===== src/rtl/block_shift_row_if.sv =====
// block_shift_row_if: signals between the row sequencer/tick divider and one block_shift_row row.
// master drives the row controls; slave is the shifter itself.
interface block_shift_row_if #(
   parameter int ROW_W = 8,
   parameter int LEN_W = 4
);
   logic             adjClkPulse;
   logic             start;
   logic             stopBtn;
   logic [LEN_W-1:0] blkLen;
   logic [ROW_W-1:0] baseRow;
   logic [ROW_W-1:0] newBlockLoc;
   logic [ROW_W-1:0] placedRow;
   logic [LEN_W-1:0] placedLen;
   logic             startNext;
   logic             done;
   logic             miss;
   modport master (
      output adjClkPulse, start, stopBtn, blkLen, baseRow,
      input  newBlockLoc, placedRow, placedLen, startNext, done, miss
   );
   modport slave (
      input  adjClkPulse, start, stopBtn, blkLen, baseRow,
      output newBlockLoc, placedRow, placedLen, startNext, done, miss
   );
endinterface


===== src/rtl/block_shift_row.sv =====
// block_shift_row: sweeps a lit run across a row, then trims it against the row below on stop.
// Define BLOCK_SHIFT_WRAP_EN to rotate the run rightwards instead of bouncing at the edges.
module block_shift_row #(
   parameter int ROW_W = 8,
   parameter int LEN_W = 4
) (
   input logic              clk,
   input logic              rst,
   block_shift_row_if.slave bus
);
   typedef enum logic [2:0] {IDLE, SHIFT, CHECK, DONE, MISS} state_t;
   localparam logic [LEN_W-1:0] ROW_L = LEN_W'(ROW_W);
   state_t           state_q, state_d;
   logic [ROW_W-1:0] loc_q, loc_d, placed_q, placed_d, trim;
   logic [LEN_W-1:0] len_q, len_d, plen_q, plen_d, clamp, trim_cnt;
   logic             stop_prev_q, stop_rise;
   logic             done_q, done_d, next_q, next_d, miss_q, miss_d;
`ifndef BLOCK_SHIFT_WRAP_EN
   logic             left_q, left_d;
`endif
   assign stop_rise = bus.stopBtn & ~stop_prev_q;
   assign clamp = (bus.blkLen == '0) ? LEN_W'(1) : ((bus.blkLen > ROW_L) ? ROW_L : bus.blkLen);
   assign trim = loc_q & bus.baseRow;
   always_comb begin
      trim_cnt = '0;
      for (int i = 0; i < ROW_W; i++) trim_cnt = trim_cnt + LEN_W'(trim[i]);
   end
   always_comb begin
      state_d  = state_q;
      loc_d    = loc_q;
      placed_d = placed_q;
      plen_d   = plen_q;
      len_d    = len_q;
      done_d   = 1'b0;
      next_d   = next_q;
      miss_d   = miss_q;
`ifndef BLOCK_SHIFT_WRAP_EN
      left_d   = left_q;
`endif
      if (!bus.start) begin
         state_d = IDLE;
         loc_d   = '0;
         next_d  = 1'b0;
         miss_d  = 1'b0;
      end else begin
         case (state_q)
            IDLE: begin
               state_d  = SHIFT;
               loc_d    = ~({ROW_W{1'b1}} >> clamp);
               placed_d = '0;
               plen_d   = '0;
               len_d    = clamp;
`ifndef BLOCK_SHIFT_WRAP_EN
               left_d   = 1'b0;
`endif
            end
            SHIFT: begin
               if (stop_rise) state_d = CHECK;
               else if (bus.adjClkPulse && len_q != ROW_L) begin
`ifdef BLOCK_SHIFT_WRAP_EN
                  loc_d = {loc_q[0], loc_q[ROW_W-1:1]};
`else
                  // the bounce flips direction and steps the new way in the same tick
                  left_d = (left_q ? loc_q[ROW_W-1] : loc_q[0]) ? ~left_q : left_q;
                  loc_d  = left_d ? loc_q << 1 : loc_q >> 1;
`endif
               end
            end
            CHECK: begin
               placed_d = trim;
               plen_d   = trim_cnt;
               loc_d    = trim;
               state_d  = |trim ? DONE : MISS;
               done_d   = |trim;
               next_d   = |trim;
               miss_d   = ~|trim;
            end
            default: ;
         endcase
      end
   end
   always_ff @(posedge clk) begin
      if (rst) begin
         state_q     <= IDLE;
         loc_q       <= '0;
         placed_q    <= '0;
         plen_q      <= '0;
         len_q       <= '0;
         done_q      <= 1'b0;
         next_q      <= 1'b0;
         miss_q      <= 1'b0;
         stop_prev_q <= 1'b0;
`ifndef BLOCK_SHIFT_WRAP_EN
         left_q      <= 1'b0;
`endif
      end else begin
         state_q     <= state_d;
         loc_q       <= loc_d;
         placed_q    <= placed_d;
         plen_q      <= plen_d;
         len_q       <= len_d;
         done_q      <= done_d;
         next_q      <= next_d;
         miss_q      <= miss_d;
         stop_prev_q <= bus.stopBtn;
`ifndef BLOCK_SHIFT_WRAP_EN
         left_q      <= left_d;
`endif
      end
   end
   assign bus.newBlockLoc = loc_q;
   assign bus.placedRow   = placed_q;
   assign bus.placedLen   = plen_q;
   assign bus.startNext   = next_q;
   assign bus.done        = done_q;
   assign bus.miss        = miss_q;
endmodule


===== src/flat_wrapper.sv =====
// flat-port wrapper written by rule: the top's interface ports become plain ports
module block_shift_row_flat 
#(
   parameter int ROW_W = 8,
   parameter int LEN_W = 4
)
  (clk, rst, bus_adjClkPulse, bus_start, bus_stopBtn, bus_blkLen, bus_baseRow, bus_newBlockLoc, bus_placedRow, bus_placedLen, bus_startNext, bus_done, bus_miss);
  block_shift_row_if #(.ROW_W(ROW_W), .LEN_W(LEN_W)) bus_i ();
  input logic clk;
  input logic rst;
  input wire logic [$bits(bus_i.adjClkPulse)-1:0] bus_adjClkPulse;
  input wire logic [$bits(bus_i.start)-1:0] bus_start;
  input wire logic [$bits(bus_i.stopBtn)-1:0] bus_stopBtn;
  input wire logic [$bits(bus_i.blkLen)-1:0] bus_blkLen;
  input wire logic [$bits(bus_i.baseRow)-1:0] bus_baseRow;
  output wire logic [$bits(bus_i.newBlockLoc)-1:0] bus_newBlockLoc;
  output wire logic [$bits(bus_i.placedRow)-1:0] bus_placedRow;
  output wire logic [$bits(bus_i.placedLen)-1:0] bus_placedLen;
  output wire logic [$bits(bus_i.startNext)-1:0] bus_startNext;
  output wire logic [$bits(bus_i.done)-1:0] bus_done;
  output wire logic [$bits(bus_i.miss)-1:0] bus_miss;
  assign bus_i.adjClkPulse = bus_adjClkPulse;
  assign bus_i.start = bus_start;
  assign bus_i.stopBtn = bus_stopBtn;
  assign bus_i.blkLen = bus_blkLen;
  assign bus_i.baseRow = bus_baseRow;
  assign bus_newBlockLoc = bus_i.newBlockLoc;
  assign bus_placedRow = bus_i.placedRow;
  assign bus_placedLen = bus_i.placedLen;
  assign bus_startNext = bus_i.startNext;
  assign bus_done = bus_i.done;
  assign bus_miss = bus_i.miss;
  block_shift_row #(.ROW_W(ROW_W), .LEN_W(LEN_W)) u_core (.clk(clk), .rst(rst), .bus(bus_i));
endmodule

===== config.mk =====
export PLATFORM = sky130hd
export DESIGN_NAME = block_shift_row_flat
export DESIGN_NICKNAME = d
export VERILOG_FILES = /design/src/rtl/block_shift_row_if.sv /design/src/rtl/block_shift_row.sv /design/src/flat_wrapper.sv
export SDC_FILE = /design/constraint.sdc
export NUM_CORES = 1
export LEC_CHECK = 0
export ABC_CLOCK_PERIOD_IN_PS = 7550
export CORE_ASPECT_RATIO = 0.9
export CORE_MARGIN = 2
export CORE_UTILIZATION = 35
export CTS_CLUSTER_DIAMETER = 80
export DETAILED_ROUTE_END_ITERATION = 7
export GPL_ROUTABILITY_DRIVEN = 1
export PLACE_DENSITY = 0.59
export SYNTH_ARGS = -nofsm -noshare
export SYNTH_HDL_FRONTEND = slang
export SYNTH_SLANG_ARGS = --single-unit

===== constraint.sdc =====
create_clock -name clk -period 7.55 [get_ports clk]
set_input_delay 1.51 -clock clk [delete_from_list [all_inputs] [get_ports clk]]
set_output_delay 1.51 -clock clk [all_outputs]
set_load 0.05 [all_outputs]

==> summary.txt <==
Run status
  – Status: completed

Logic synthesis
  – Synth Register Bits: 32
  – Sequential share of the synthesized area: 0.355
  – Count leader, synth: dfxtp_1
  – Share of the synthesized area in the top cell type: 0.355
  – Top post-synthesis cells by count: 32 x dfxtp_1, 21 x a21oi_1, 16 x nand2_1, 11 x inv_1, 11 x nor2_1
  – Main synth FF type: dfxtp_1
  – Synth area leaders: dfxtp_1 35%, a21oi_1 5.8%, fa_1 4.4%
  – Syn_nets: 236
  – Syn Area/Cell: 8.56 um2
  – Post-synth EDFFs: 0
  – Distinct cells, synth: 51
  – Synthesized instance count: 211
  – Leading area contributor after synthesis: dfxtp_1
  – Share of synthesized registers carrying an async set or reset: 0
  – Post-synth design cell area: 0.00181 mm2
  – Synthesis warning total: 0

Placement
  – Post-DP HPWL: 3770 um
  – Port-buffer cells: 39
  – Placer congestion estimate: 0.811
  – Post-DP Area: 0.00223 mm2
  – Placed Cells: 304

Power
  – Power per cell area: 173 mW/mm2
  – Lkg Pwr: 0.826 nW
  – Worst vdd ir: 0.0000916 V

Global routing
  – First-pass GRT wire length: 8820 um
  – Initial antenna violation count: 0
  – Grt total ovfl: 0
  – Total GRT Usage: 0.201
  – Largest net degree at the start of global routing: 23
  – Number of global-route vias before repair: 1688

Flow run
  – # Max-Cap Violations: 0

Setup path
  – Critical path class: in2reg
  – CP Capture Type: flop
  – Max FO, Critical Path: 3
  – CP startpoint kind: input port
  – Critical path arrival: 4550 ps
  – Critical Path RT: 7710 ps
  – CP Cell Sequence: clkdlybuf4s50_1 > and2_1 > ha_1 > inv_1 > fa_1 > fa_1 > fa_1 > inv_1 > fa_1 > a22oi_1 > nor2_1
  – Critical Path Max Stage Delay: 520 ps
  – CP most frequent cell: fa_1
  – Slowest-stage cell, CP: fa_1

Routing
  – Via density: 5.80
  – Via count: 1803
  – Number of routed nets with antenna violations: 0
  – DRC Markers: 0
  – Total wire length: 5320 um
  – Wire per inst: 17.1 um
  – DRT iter0 DRCs: 213
  – Drt pass-1 iters: 5

CTS
  – H-Tree Depth: 2
  – # Post-CTS Setup Buffers: 0
  – Hold-fix buffers, CTS: 0
  – CTS max path bufs: 2
  – Clk root buf: clkbuf_8
  – Clock tree sinks: 32
  – Worst-path clk slew: 70 ps
  – Clk_lat worst skew: 300 ps
  – TritonCTS clock tree: done
  – CTS buffer count: 5
  – Post-cts resize count: 0

STA
  – RSZ-0062 raised after global routing: no
  – Fmax: 228 MHz
  – Layout Skew: 9.76 ps
  – Worst slew margin: 0.494
  – Hold Violations, Final: 0
  – Post-route setup TNS: 0 ps
  – Worst slew pin tran: 757 ps
  – Hold_ws: 465 ps
  – Slew Viols, Final: 0
  – Final setup fails: 0
  – Final Critical Period: 4390 ps
  – Fin crit share: 0.581

Finish
  – Antenna Diode Count: 0
  – Utilization after layout: 0.475
  – Post-Layout Cell Count: 311
  – Area Growth Syn to Fin: 28.8%
  – Nets@finish: 271
  – Cell area after layout: 0.00232 mm2
  – Layout cell share with drive strength beyond 1: 0.0569
  – Fill cells: 517

Floorplan
  – Die Ht: 72.1 um
  – # rows: 24
  – Ports: 40
  – Die ar.: 0.00575 mm2
  – Initial Util: 0.369
  – Die Wd: 79.7 um
  – CORE AREA: 0.00489 mm2

Worst hold path
  – Tightest Hold Check Type: reg2reg
-- path summary, 6_finish.rpt --
kind | from | to | slack [ps] | cells after the start
setup / recovery | bus_baseRow[0] | u_core.bus.placedLen[1]$_SDFFE_PP0P_ | 3160 | 11
hold / removal | u_core.bus.placedLen[2]$_SDFFE_PP0P_ | u_core.bus.placedLen[2]$_SDFFE_PP0P_ | 470 | 2
setup reg to reg | u_core.bus.newBlockLoc[0]$_SDFFE_PP0P_ | u_core.bus.placedLen[1]$_SDFFE_PP0P_ | 4320 | 10
hold reg to reg | u_core.bus.placedLen[2]$_SDFFE_PP0P_ | u_core.bus.placedLen[2]$_SDFFE_PP0P_ | 470 | 2
-- cell families (layout without fill, tap and decap cells) --
| logic type | after synthesis | after routing | share of synthesized area |
|---|---|---|---|
| buf+inv | 23 | 58 | 0.0520 |
| flops | 32 | 32 | 0.355 |
| compound gates | 81 | 81 | 0.309 |
| fa+ha+maj | 8 | 8 | 0.0721 |
| simple gates | 64 | 64 | 0.197 |
| xor+xnor | 2 | 2 | 0.00970 |
| mux | 1 | 1 | 0.00554 |
-- placed cells by master, fill, tap and decap left out, types with 5 or more instances in the layout --
master | Yosys | layout
nand2b_1 | 5 | 5
clkbuf_8 | 0 | 7
nor2_1 | 11 | 11
nor2b_1 | 5 | 5
a21oi_1 | 21 | 21
clkdlybuf4s50_1 | 0 | 39
dfxtp_1 | 32 | 32
a31oi_1 | 7 | 7
a32oi_1 | 5 | 5
o21ai_0 | 6 | 6
nand3_1 | 7 | 7
o31ai_1 | 7 | 7
nand2_1 | 16 | 16
inv_1 | 11 | 11
o21ai_1 | 5 | 5
-- stage by stage --
step | setup slack, ps | power, mW
after floorplan | 3360 | 0.229
after global placement | 2860 | 0.259
after detailed placement | 2810 | 0.259
after CTS | 3130 | 0.404
after global routing | 2940 | 0.420
final | 3160 | 0.403
-- power breakdown --
part           switching, mW  leakage [nW]  internal [mW]  total (mW)
Clock                 0.0667        0.0503         0.0812       0.148
Sequential           0.00966         0.260          0.173       0.183
Combinational         0.0437         0.516         0.0287      0.0724
-- worst max-delay path, delay by kind of cell --
kind,cells,cell delay (ps)
AO/OA/AOI/OAI,1,160
adder cells (fa/ha/maj),5,2110
buffers and inverters,3,530
AND/OR/NAND/NOR,2,240
-- registers in the layout, indices dropped and copies added (netlist names) --
signal and flops:
u_core.stop_prev_q 1, u_core.bus.newBlockLoc 8, u_core.bus.miss 1, u_core.bus.placedRow 8
u_core.state_q 3, u_core.len_q 4, u_core.bus.done 1, u_core.bus.startNext 1
u_core.bus.placedLen 4, u_core.left_q 1
-- cell type report --
class	count	area, um2	share of cell area
flip-flops and latches	32	641	0.276
repair buffers	39	390	0.168
clock buffers	7	96.3	0.0414
well taps	65	81.3	0.0350
multi-input cells	156	1070	0.461
inverters	12	45.0	0.0194
-- routing by layer --
layer,vias up,global-route usage,share of wire
li1,860,-,-
met1,847,0.304,0.48
met2,85,0.270,0.42
met3,11,0.0423,0.082
met4,0,0.0958,0.018
met5,-,0,0
No activity file was read; power rests on OpenSTA's default activity.
